## src/rtl/noc_pkg.sv

```systemverilog
// Shared NoC definitions: output directions, flit types, header field positions
// and the XY routing function used by input ports and the switch allocator.
package noc_pkg;

  localparam int unsigned FLIT_W   = 16;
  localparam int unsigned COORD_W  = 3;
  localparam int unsigned TYPE_LSB = 14;
  localparam int unsigned DX_LSB   = 11;
  localparam int unsigned DY_LSB   = 8;

  typedef enum logic [2:0] {
    DIR_N = 3'b000,
    DIR_S = 3'b001,
    DIR_W = 3'b010,
    DIR_E = 3'b011,
    DIR_L = 3'b100
  } dir_e;

  typedef enum logic [1:0] {
    FT_BODY   = 2'b00,
    FT_HEAD   = 2'b01,
    FT_TAIL   = 2'b10,
    FT_SINGLE = 2'b11
  } flit_type_e;

  typedef struct packed {
    flit_type_e         ftype;
    logic [COORD_W-1:0] dest_x;
    logic [COORD_W-1:0] dest_y;
    logic [7:0]         payload;
  } flit_head_t;

  // Dimension-ordered routing: resolve X completely before Y.
  function automatic dir_e xy_route(input logic [COORD_W-1:0] dx,
                                    input logic [COORD_W-1:0] dy,
                                    input logic [COORD_W-1:0] cx,
                                    input logic [COORD_W-1:0] cy);
    if (dx > cx)      return DIR_E;
    else if (dx < cx) return DIR_W;
    else if (dy > cy) return DIR_N;
    else if (dy < cy) return DIR_S;
    else              return DIR_L;
  endfunction

endpackage

```

## src/rtl/noc_fifo.sv

```systemverilog
// Flit FIFO with the head entry exposed combinationally; pointers wrap
// naturally because DEPTH is a power of two.
module noc_fifo #(
  parameter int unsigned DATA_W = 16,
  parameter int unsigned DEPTH  = 4
) (
  input  logic                       clk,
  input  logic                       rst_n,
  input  logic [DATA_W-1:0]          wr_data,
  input  logic                       push,
  input  logic                       pop,
  output logic [DATA_W-1:0]          rd_data,
  output logic                       empty,
  output logic [$clog2(DEPTH):0]     count
);

  localparam int unsigned PTR_W = $clog2(DEPTH);
  localparam int unsigned CNT_W = PTR_W + 1;

  logic [DATA_W-1:0] mem [DEPTH];
  logic [PTR_W-1:0]  wr_ptr;
  logic [PTR_W-1:0]  rd_ptr;
  logic [CNT_W-1:0]  count_q;
  logic              full;
  logic              do_push;
  logic              do_pop;

  assign full    = (count_q == CNT_W'(DEPTH));
  assign empty   = (count_q == '0);
  assign do_push = push & ~full;
  assign do_pop  = pop & ~empty;
  assign rd_data = mem[rd_ptr];
  assign count   = count_q;

  always_ff @(posedge clk or negedge rst_n) begin
    if (!rst_n) begin
      wr_ptr  <= '0;
      rd_ptr  <= '0;
      count_q <= '0;
    end else begin
      if (do_push) wr_ptr <= wr_ptr + PTR_W'(1);
      if (do_pop)  rd_ptr <= rd_ptr + PTR_W'(1);
      count_q <= count_q + CNT_W'(do_push) - CNT_W'(do_pop);
    end
  end

  // Storage carries no reset; only entries below count are ever observed.
  always_ff @(posedge clk) begin
    if (do_push) mem[wr_ptr] <= wr_data;
  end

endmodule

```

## src/rtl/noc_input_port.sv

```systemverilog
// Router input port: buffers flits, routes the head flit XY-first, requests an
// output from the allocator and streams the granted packet into the crossbar.
module noc_input_port
  import noc_pkg::*;
#(
  parameter int unsigned DATA_W = 16,
  parameter int unsigned DEPTH  = 4,
  parameter int unsigned CUR_X  = 0,
  parameter int unsigned CUR_Y  = 0
) (
  input  logic              clk_i,
  input  logic              rst_ni,
  input  logic [DATA_W-1:0] flit_i,
  input  logic              valid_i,
  output logic              ready_o,
  output logic              req_o,
  output logic [2:0]        req_dir_o,
  input  logic              grant_i,
  output logic [DATA_W-1:0] flit_o,
  output logic [2:0]        sel_demux_o,
  output logic              flit_valid_o,
  input  logic              out_ready_i,
  output logic              release_o,
  output logic              drop_o
);

  localparam int unsigned CNT_W = $clog2(DEPTH) + 1;

  typedef enum logic [1:0] {
    ST_IDLE   = 2'b00,
    ST_REQ    = 2'b01,
    ST_ACTIVE = 2'b10
  } state_e;

  state_e            state_q;
  dir_e              dir_q;
  dir_e              sel_q;
  logic [DATA_W-1:0] hold_q;

  logic [DATA_W-1:0] head;
  logic              empty;
  logic [CNT_W-1:0]  count;
  logic              push;
  logic              pop;
  logic              drop;
  logic              send;
  logic              head_is_start;
  logic              head_is_end;
  flit_type_e        head_type;
  dir_e              route;

  noc_fifo #(
    .DATA_W (DATA_W),
    .DEPTH  (DEPTH)
  ) u_fifo (
    .clk     (clk_i),
    .rst_n   (rst_ni),
    .wr_data (flit_i),
    .push    (push),
    .pop     (pop),
    .rd_data (head),
    .empty   (empty),
    .count   (count)
  );

  // Acceptance depends on occupancy only, never on a same-cycle pop.
  assign ready_o = (count < CNT_W'(DEPTH));
  assign push    = valid_i & ready_o;

  assign head_type     = flit_type_e'(head[TYPE_LSB +: 2]);
  assign head_is_start = (head_type == FT_HEAD) || (head_type == FT_SINGLE);
  assign head_is_end   = (head_type == FT_TAIL) || (head_type == FT_SINGLE);
  assign route         = xy_route(head[DX_LSB +: COORD_W], head[DY_LSB +: COORD_W],
                                  COORD_W'(CUR_X), COORD_W'(CUR_Y));

  // Orphan body/tail flits at the head in IDLE are discarded.
  assign drop = (state_q == ST_IDLE) && !empty && !head_is_start;
  assign send = (state_q == ST_ACTIVE) && !empty && out_ready_i;
  assign pop  = drop | send;

  assign req_o        = (state_q == ST_REQ);
  assign req_dir_o    = dir_q;
  assign sel_demux_o  = sel_q;
  assign flit_valid_o = (state_q == ST_ACTIVE) && !empty;
  assign flit_o       = flit_valid_o ? head : hold_q;
  assign release_o    = send & head_is_end;
  assign drop_o       = drop;

  always_ff @(posedge clk_i or negedge rst_ni) begin
    if (!rst_ni) begin
      state_q <= ST_IDLE;
      dir_q   <= DIR_N;
      sel_q   <= DIR_N;
      hold_q  <= '0;
    end else begin
      case (state_q)
        ST_IDLE: begin
          if (!empty && head_is_start) begin
            dir_q   <= route;
            state_q <= ST_REQ;
          end
        end
        ST_REQ: begin
          if (grant_i) begin
            sel_q   <= dir_q;
            state_q <= ST_ACTIVE;
          end
        end
        ST_ACTIVE: begin
          // Keep the last presented flit so the leg stays stable when the FIFO runs dry.
          if (!empty) hold_q <= head;
          if (send && head_is_end) state_q <= ST_IDLE;
        end
        default: state_q <= ST_IDLE;
      endcase
    end
  end

endmodule
```

## config.mk

```make
export PLATFORM = sky130hd
export DESIGN_NAME = noc_input_port
export DESIGN_NICKNAME = d
export VERILOG_FILES = /design/src/rtl/noc_pkg.sv /design/src/rtl/noc_fifo.sv /design/src/rtl/noc_input_port.sv
export SDC_FILE = /design/constraint.sdc
export NUM_CORES = 1
export LEC_CHECK = 0
export CAP_MARGIN = 10
export CORE_MARGIN = 4
export CORE_UTILIZATION = 30
export DETAILED_ROUTE_END_ITERATION = 7
export PLACE_DENSITY_LB_ADDON = 0.08
export SYNTH_ARGS = -nofsm -noshare
export SYNTH_HDL_FRONTEND = slang
export SYNTH_SLANG_ARGS = --single-unit
```

## constraint.sdc

```tcl
create_clock -name clk_i -period 4.6 [get_ports clk_i]
set_input_delay 0.69 -clock clk_i [delete_from_list [all_inputs] [get_ports clk_i]]
set_output_delay 0.69 -clock clk_i [all_outputs]
set_load 0.02 [all_outputs]
```

## Word-level counts from Yosys, hierarchy flattened

Memories as Yosys holds them, arrays and structs flattened.
Index checks and enable logic that the tools add are counted.
W data, S select, Z words.

- Bits in registers: 31
- Memory bits (writable): 64
- Bits of input ports: 21
- Output and inout port bits: 27
- Word-level logic and storage cells: 60
- Memories: 1

Memories:

| memory | words | bits a word | read ports | clocked after memory_dff | wr ports | line | source |
|---|---|---|---|---|---|---|---|
| u_fifo.mem | 4 | 16 | 1 | 0 | 1 | noc_fifo.sv:20 | `logic [DATA_W-1:0] mem [DEPTH];` |

- Add/sub/neg operators: 4
- Magnitude comparators: 5
- Equality and inequality tests: 9
- Mux-type cells: 11
- Bitwise gates (word level): 7
- Reductions and logical operators: 16

Operators with widths:

| kind | number |
|---|---|
| $mux W16 | 1 |
| $mux W3 | 4 |
| $eq A2 B2 Y1 const B | 3 |
| $gt A3 B1 Y1 const B | 2 |
| $logic_and A1 B1 Y1 | 6 |
| $lt A3 B1 Y1 const B | 2 |
| $mux W2 | 3 |
| $ne A2 B1 Y1 const B | 3 |
| $pmux W2 S3 | 1 |
| $reduce_and A2 Y1 | 3 |
| $add A2 B1 Y2 const B | 2 |
| $and A1 B1 Y1 | 4 |
| $eq A2 B1 Y1 const B | 2 |
| $add A3 B1 Y3 | 1 |
| $eq A3 B3 Y1 const B | 1 |
| $logic_not A3 Y1 | 1 |
| $lt A3 B3 Y1 const B | 1 |
| $reduce_and A3 Y1 | 1 |
| $sub A3 B1 Y3 | 1 |
| $logic_not A1 Y1 | 2 |
| $logic_not A2 Y1 | 1 |
| $logic_or A1 B1 Y1 | 2 |
| $mux W1 | 2 |
| $not A1 Y1 | 2 |
| $or A1 B1 Y1 | 1 |

## Depth between registers and ports, before layout

An unclocked memory read counts as a cell.

- Word-level depth: 8
- Mapped depth: 10
- Gate-level depth less buffers: 9

## By module

Synthesis repeated with hierarchy kept, for this count alone.

- Cells, all modules: 189
- Area total of the unflattened synthesis: 3726.1 um^2

Modules (own cells, without submodules):

| module | times used | cells an instance | area an instance (um^2) | seq. area each (um^2) |
|---|---|---|---|---|
| noc_fifo | 1 | 125 | 2816.5 | 2097.0 |
| noc_input_port | 1 | 64 | 909.6 | 550.5 |

## Worst setup path before layout

OpenSTA, ideal clock, no wires.

- Kind: register to register
- Start: register u_fifo.rd_ptr[0]
- End: register u_fifo.count_q[2], in the netlist u_fifo.count[2]
- Library setup time: 0.124 ns
- Arrival time: 2.580 ns
- Required time: 4.476 ns
- Slack: 1.896 ns
- Stages on the path, launching flop included: 11
- Path buffers: 1
- Period minus slack after synthesis: 2.704 ns
- Cells stage by stage: dfrtp_1 -> buf_6 -> mux4_2 -> a2111oi_4 -> ha_1 -> inv_1 -> ha_1 -> inv_1 -> fa_1 -> xnor2_1 -> xnor2_1

- Longest elaborated chain between the ends: 8
- Elaborated cells between the ends (all ways): 9
- Classes of those cells: add/sub: 1; eq/ne: 2; bitwise: 2; reduce/logical: 3; memory: 1

Ends and longest elaborated chain:

| item | line | source |
|---|---|---|
| start: declaration | noc_fifo.sv:22 | `logic [PTR_W-1:0] rd_ptr;` |
| start signal: assignment | noc_fifo.sv:42 | `if (do_pop) rd_ptr <= rd_ptr + PTR_W'(1);` |
| $mem_v2 Z4 W16 * | n/a |  |
| $eq A2 B1 Y1 or $eq A2 B2 Y1 (tied branches) | noc_input_port.sv:71 | `assign head_is_start = (head_type == FT_HEAD) \|\| (head_type == FT_SINGLE);` |
| $logic_or A1 B1 Y1 * | noc_input_port.sv:71 |  |
| $logic_not A1 Y1 * | noc_input_port.sv:77 | `assign drop = (state_q == ST_IDLE) && !empty && !head_is_start;` |
| $logic_and A1 B1 Y1 * | noc_input_port.sv:77 |  |
| $or A1 B1 Y1 * | noc_input_port.sv:79 | `assign pop = drop \| send;` |
| $and A1 B1 Y1 * | noc_fifo.sv:31 | `assign do_pop = pop & ~empty;` |
| net u_fifo.do_pop | noc_fifo.sv:26 | `logic do_pop;` |
| $sub A3 B1 Y3 * | noc_fifo.sv:43 | `count_q <= count_q + CNT_W'(do_push) - CNT_W'(do_pop);` |
| end signal: assignment | noc_fifo.sv:43 |  |
| end: declaration | noc_fifo.sv:23 | `logic [CNT_W-1:0] count_q;` |

The timed path passes the listed nets; every way through them passes the cells marked *.
A chain may end at the register's enable or synchronous reset.

## Final worst setup path

- Start: register u_fifo.rd_ptr[0]
- End: output port flit_o[15]

- Longest elaborated chain between the ends: 2

Ends and longest elaborated chain:

| item | line | source |
|---|---|---|
| $mem_v2 Z4 W16 | n/a |  |
| $mux W16 | noc_input_port.sv:85 | `assign flit_o = flit_valid_o ? head : hold_q;` |
| end: declaration | noc_input_port.sv:19 | `output logic [DATA_W-1:0] flit_o,` |

No other way between the ends.

==> impl_results.md <==
- TNS Setup: 0 ns
- Unrepaired setup endpoints after global routing: no
- Leakage: 1.64 nW
- First-pass GRT wire length: 11100 um
- Period minus WS final: ~3.3 ns
- Power Dens Cells: 703 nW/um^2
- HP Class: register to register
- Clock Latency Late Sink: about 0.34 ns
- Vias in the first global route: a little under 2000
- Die ar.: about 14000 sq um
- Tot GR Track Use: 10.6%
- Synth top area cells: edfxtp_1 53%, dfrtp_1 20%, mux4_2 6.2%
- Cells after synthesis: between 150 and 200
- Pin count of the biggest net entering global routing: 30
- Hold Slack: roughly 0.48 ns
- GPL Wtd Cong: between 0.6 and 0.7
- Yosys reg bits: between 90 and 100
- Clock share of power: 24.4%
- Highest clock rate: 0.304 GHz
- CTS Root Cell: clkbuf_16
- Register area share after synthesis: ~73%
- Clock sinks: 93
- Post-Syn Area per Cell: just under 20 sq um
- Fin nets: 267
- Initial DRT Pass Iterations: 4
- Drt wl/cell: about 18 um
- Syn_nets: roughly 210
- Max-cap violations: 0
- Clock-pin slew on the worst setup and hold paths: approximately 0.06 ns
- Synth Cell Area: 3630 sq um
- CTS Hold Bufs: 0
- Final hold vios: 0
- Flop pwr share: 37.0%
- CTS Buffer Depth: 2
- PortBufs: 47
- Setup Buffers After CTS: 0
- CP Data Arrival Time: 2.60 ns
- Die Height: 118 um
- Num rows: 39
- Ant diodes: 0
- Post-DP HPWL: about 4400 um
- Number of synthesis warnings: 0
- Post-Place Cells: between 300 and 400
- Setup crit start kind: register
- Clock skew: 0.00785 ns
- Total wire length: 6930 um
- Maximum vdd drop: 0.387 mV
- Slew headroom: 35.8%
- Final setup fails: 0
- Comb power frac: slightly below 40%
- Remaining antenna violation count after routing: 0
- Pint: 2.20 mW
- Final Cycle Share: between 70% and 80%
- Placed inst area: about 4300 sq um
- CP max FO: 17
- Post-CTS sizing: 0
- Top cell type's share of synthesized area: approximately 53%
- Starting density of the core: a little under a third
- Design area: between 4000 and 5000 sq um
- Core area: about 12000 sq um
- TritonCTS clock tree: built
- Max Transition Viols Final: 0
- Synth cell types: 31
- Switching fraction of total power: approximately a third
- Switching Power: a little over 1 mW
- Die Span X: between 100 and 150 um
- Layout cells sized above 1: 20.9%
- Final core occ: around two fifths
- Non-filler cells in the finished layout: just under 400
- Setup crit end kind: primary output
- GR Overflow Total: 0
- H-tree levels: 3
- Status: complete, no violations
- Io pins: 48
- P&R area growth vs syn: 26.3%
- Initial antenna violation count: 0
- WP data required: around 4 ns
- DR vias/cell: between 4 and 5
- Via total after detailed routing: ~1800
- Crit path kind: register to primary output
- Total CTS buffers: 9
- Largest area contributor in the netlist: edfxtp_1
- Detailed Route Iter0 Violations: slightly below 70
- Slew @ Worst Pin: about 0.96 ns
- DRC Markers: 0
-- cells by family (layout without fill, tap and decap cells) --
kind of cell / count (synthesis) / count (layout) / share of synthesized area [%]
mux: 33 / 33 / 15.8
fa+ha+maj: 7 / 7 / 2.62
simple gates: 23 / 23 / 3.61
xor+xnor: 5 / 5 / 1.20
flops: 93 / 93 / 72.8
buf+inv: 17 / 76 / 2.24
compound gates: 7 / 7 / 1.69
-- critical path: stages, from the launching register on --
cell	delay [ns]
dfrtp_1	0.37
buf_4	0.35
mux4_1	0.68
mux2_2	0.31
clkdlybuf4s50_1	0.54
-- power by group through the flow --
stage          sequential, mW  clock [mW]  combinational, mW
2_1_floorplan            1.20           0              0.795
3_3_place_gp             1.21           0               1.27
3_5_place_dp             1.22           0               1.28
4_1_cts                  1.20       0.813               1.28
5_1_grt                  1.22       0.847               1.36
6_report                 1.19       0.788               1.24
-- metrics by stage --
step	worst slack, ns	total power, mW
global placement	1.60	2.49
finish	1.31	3.23
floorplan	1.90	2.00
CTS	1.26	3.29
detailed placement	1.62	2.49
global route	1.17	3.43
-- synth_stat cells --
cell type	count
and2_1	4
fa_1	1
clkbuf_1	3
nand2_1	4
a21oi_1	1
nor4_1	1
xnor2_1	4
nor2_1	3
mux4_2	10
a2111oi_4	1
dfrtp_1	29
o21a_1	1
or3_1	1
mux2_2	17
nor3_2	1
inv_1	9
buf_4	2
nor3_1	1
edfxtp_1	64
nand2b_1	1
buf_6	1
xor2_1	1
mux4_1	6
buf_2	2
nor4b_1	1
and3_1	1
ha_1	6
o21ai_0	3
o22ai_1	1
nand2_2	1
nor2b_1	4
-- worst paths after layout --
path | slack [ns] | endpoint | depth (start not counted) | startpoint
setup / recovery | 1.31 | flit_o[15] | 4 | u_fifo.rd_ptr[0]$_DFFE_PN0P_
max in group asynchronous | 3.52 | hold_q[3]$_DFFE_PN0N_ | 2 | rst_ni
min in group asynchronous | 0.76 | hold_q[9]$_DFFE_PN0N_ | 2 | rst_ni
hold reg to reg | 0.48 | sel_demux_o[2]$_DFFE_PN0P_ | 2 | sel_demux_o[2]$_DFFE_PN0P_
hold / removal | 0.48 | sel_demux_o[2]$_DFFE_PN0P_ | 2 | sel_demux_o[2]$_DFFE_PN0P_
setup reg to reg | 1.89 | u_fifo.count[2]$_DFF_PN0_ | 9 | u_fifo.rd_ptr[0]$_DFFE_PN0P_
-- flip-flops by register name (all words and copies together) (netlist names) --
name,flops
u_fifo.count,3
req_dir_o,2
u_fifo.wr_ptr,2
sel_demux_o,2
u_fifo.rd_ptr,2
hold_q,16
u_fifo.mem,64
state_q,2
-- cells in the final DEF (no fill, tap or decap), types with 2 or more instances in the layout --
| cell type | Yosys | layout |
|---|---|---|
| edfxtp_1 | 64 | 64 |
| clkdlybuf4s50_1 | 0 | 47 |
| dfrtp_1 | 29 | 29 |
| mux2_2 | 17 | 17 |
| mux4_2 | 10 | 10 |
| inv_1 | 9 | 9 |
| clkbuf_16 | 0 | 9 |
| mux4_1 | 6 | 6 |
| ha_1 | 6 | 6 |
| nor2b_1 | 4 | 4 |
| xnor2_1 | 4 | 4 |
| and2_1 | 4 | 4 |
| nand2_1 | 4 | 4 |
| buf_4 | 2 | 4 |
| o21ai_0 | 3 | 3 |
| nor2_1 | 3 | 2 |
| clkinv_2 | 0 | 2 |
| bufinv_16 | 0 | 2 |
| inv_6 | 0 | 2 |
-- final cells by class --
type | count | area (sq um)
inverter | 9 | 33.8
fill | 1078 | 7020
clock buffer | 9 | 225
timing repair buffer | 51 | 500
tap | 143 | 179
clock inverter | 7 | 96.3
multi-input combinational | 75 | 908
sequential | 93 | 2650
-- metal layers --
metal / track usage [%] / wire length, um / up-vias
li1: - / - / 812
met4: 3.74 / 87 / 0
met1: 13.3 / 3240 / 894
met5: 0 / 0 / -
met2: 16.8 / 3260 / 46
met3: 3.80 / 345 / 7
Power figures use the tool's default switching activity.
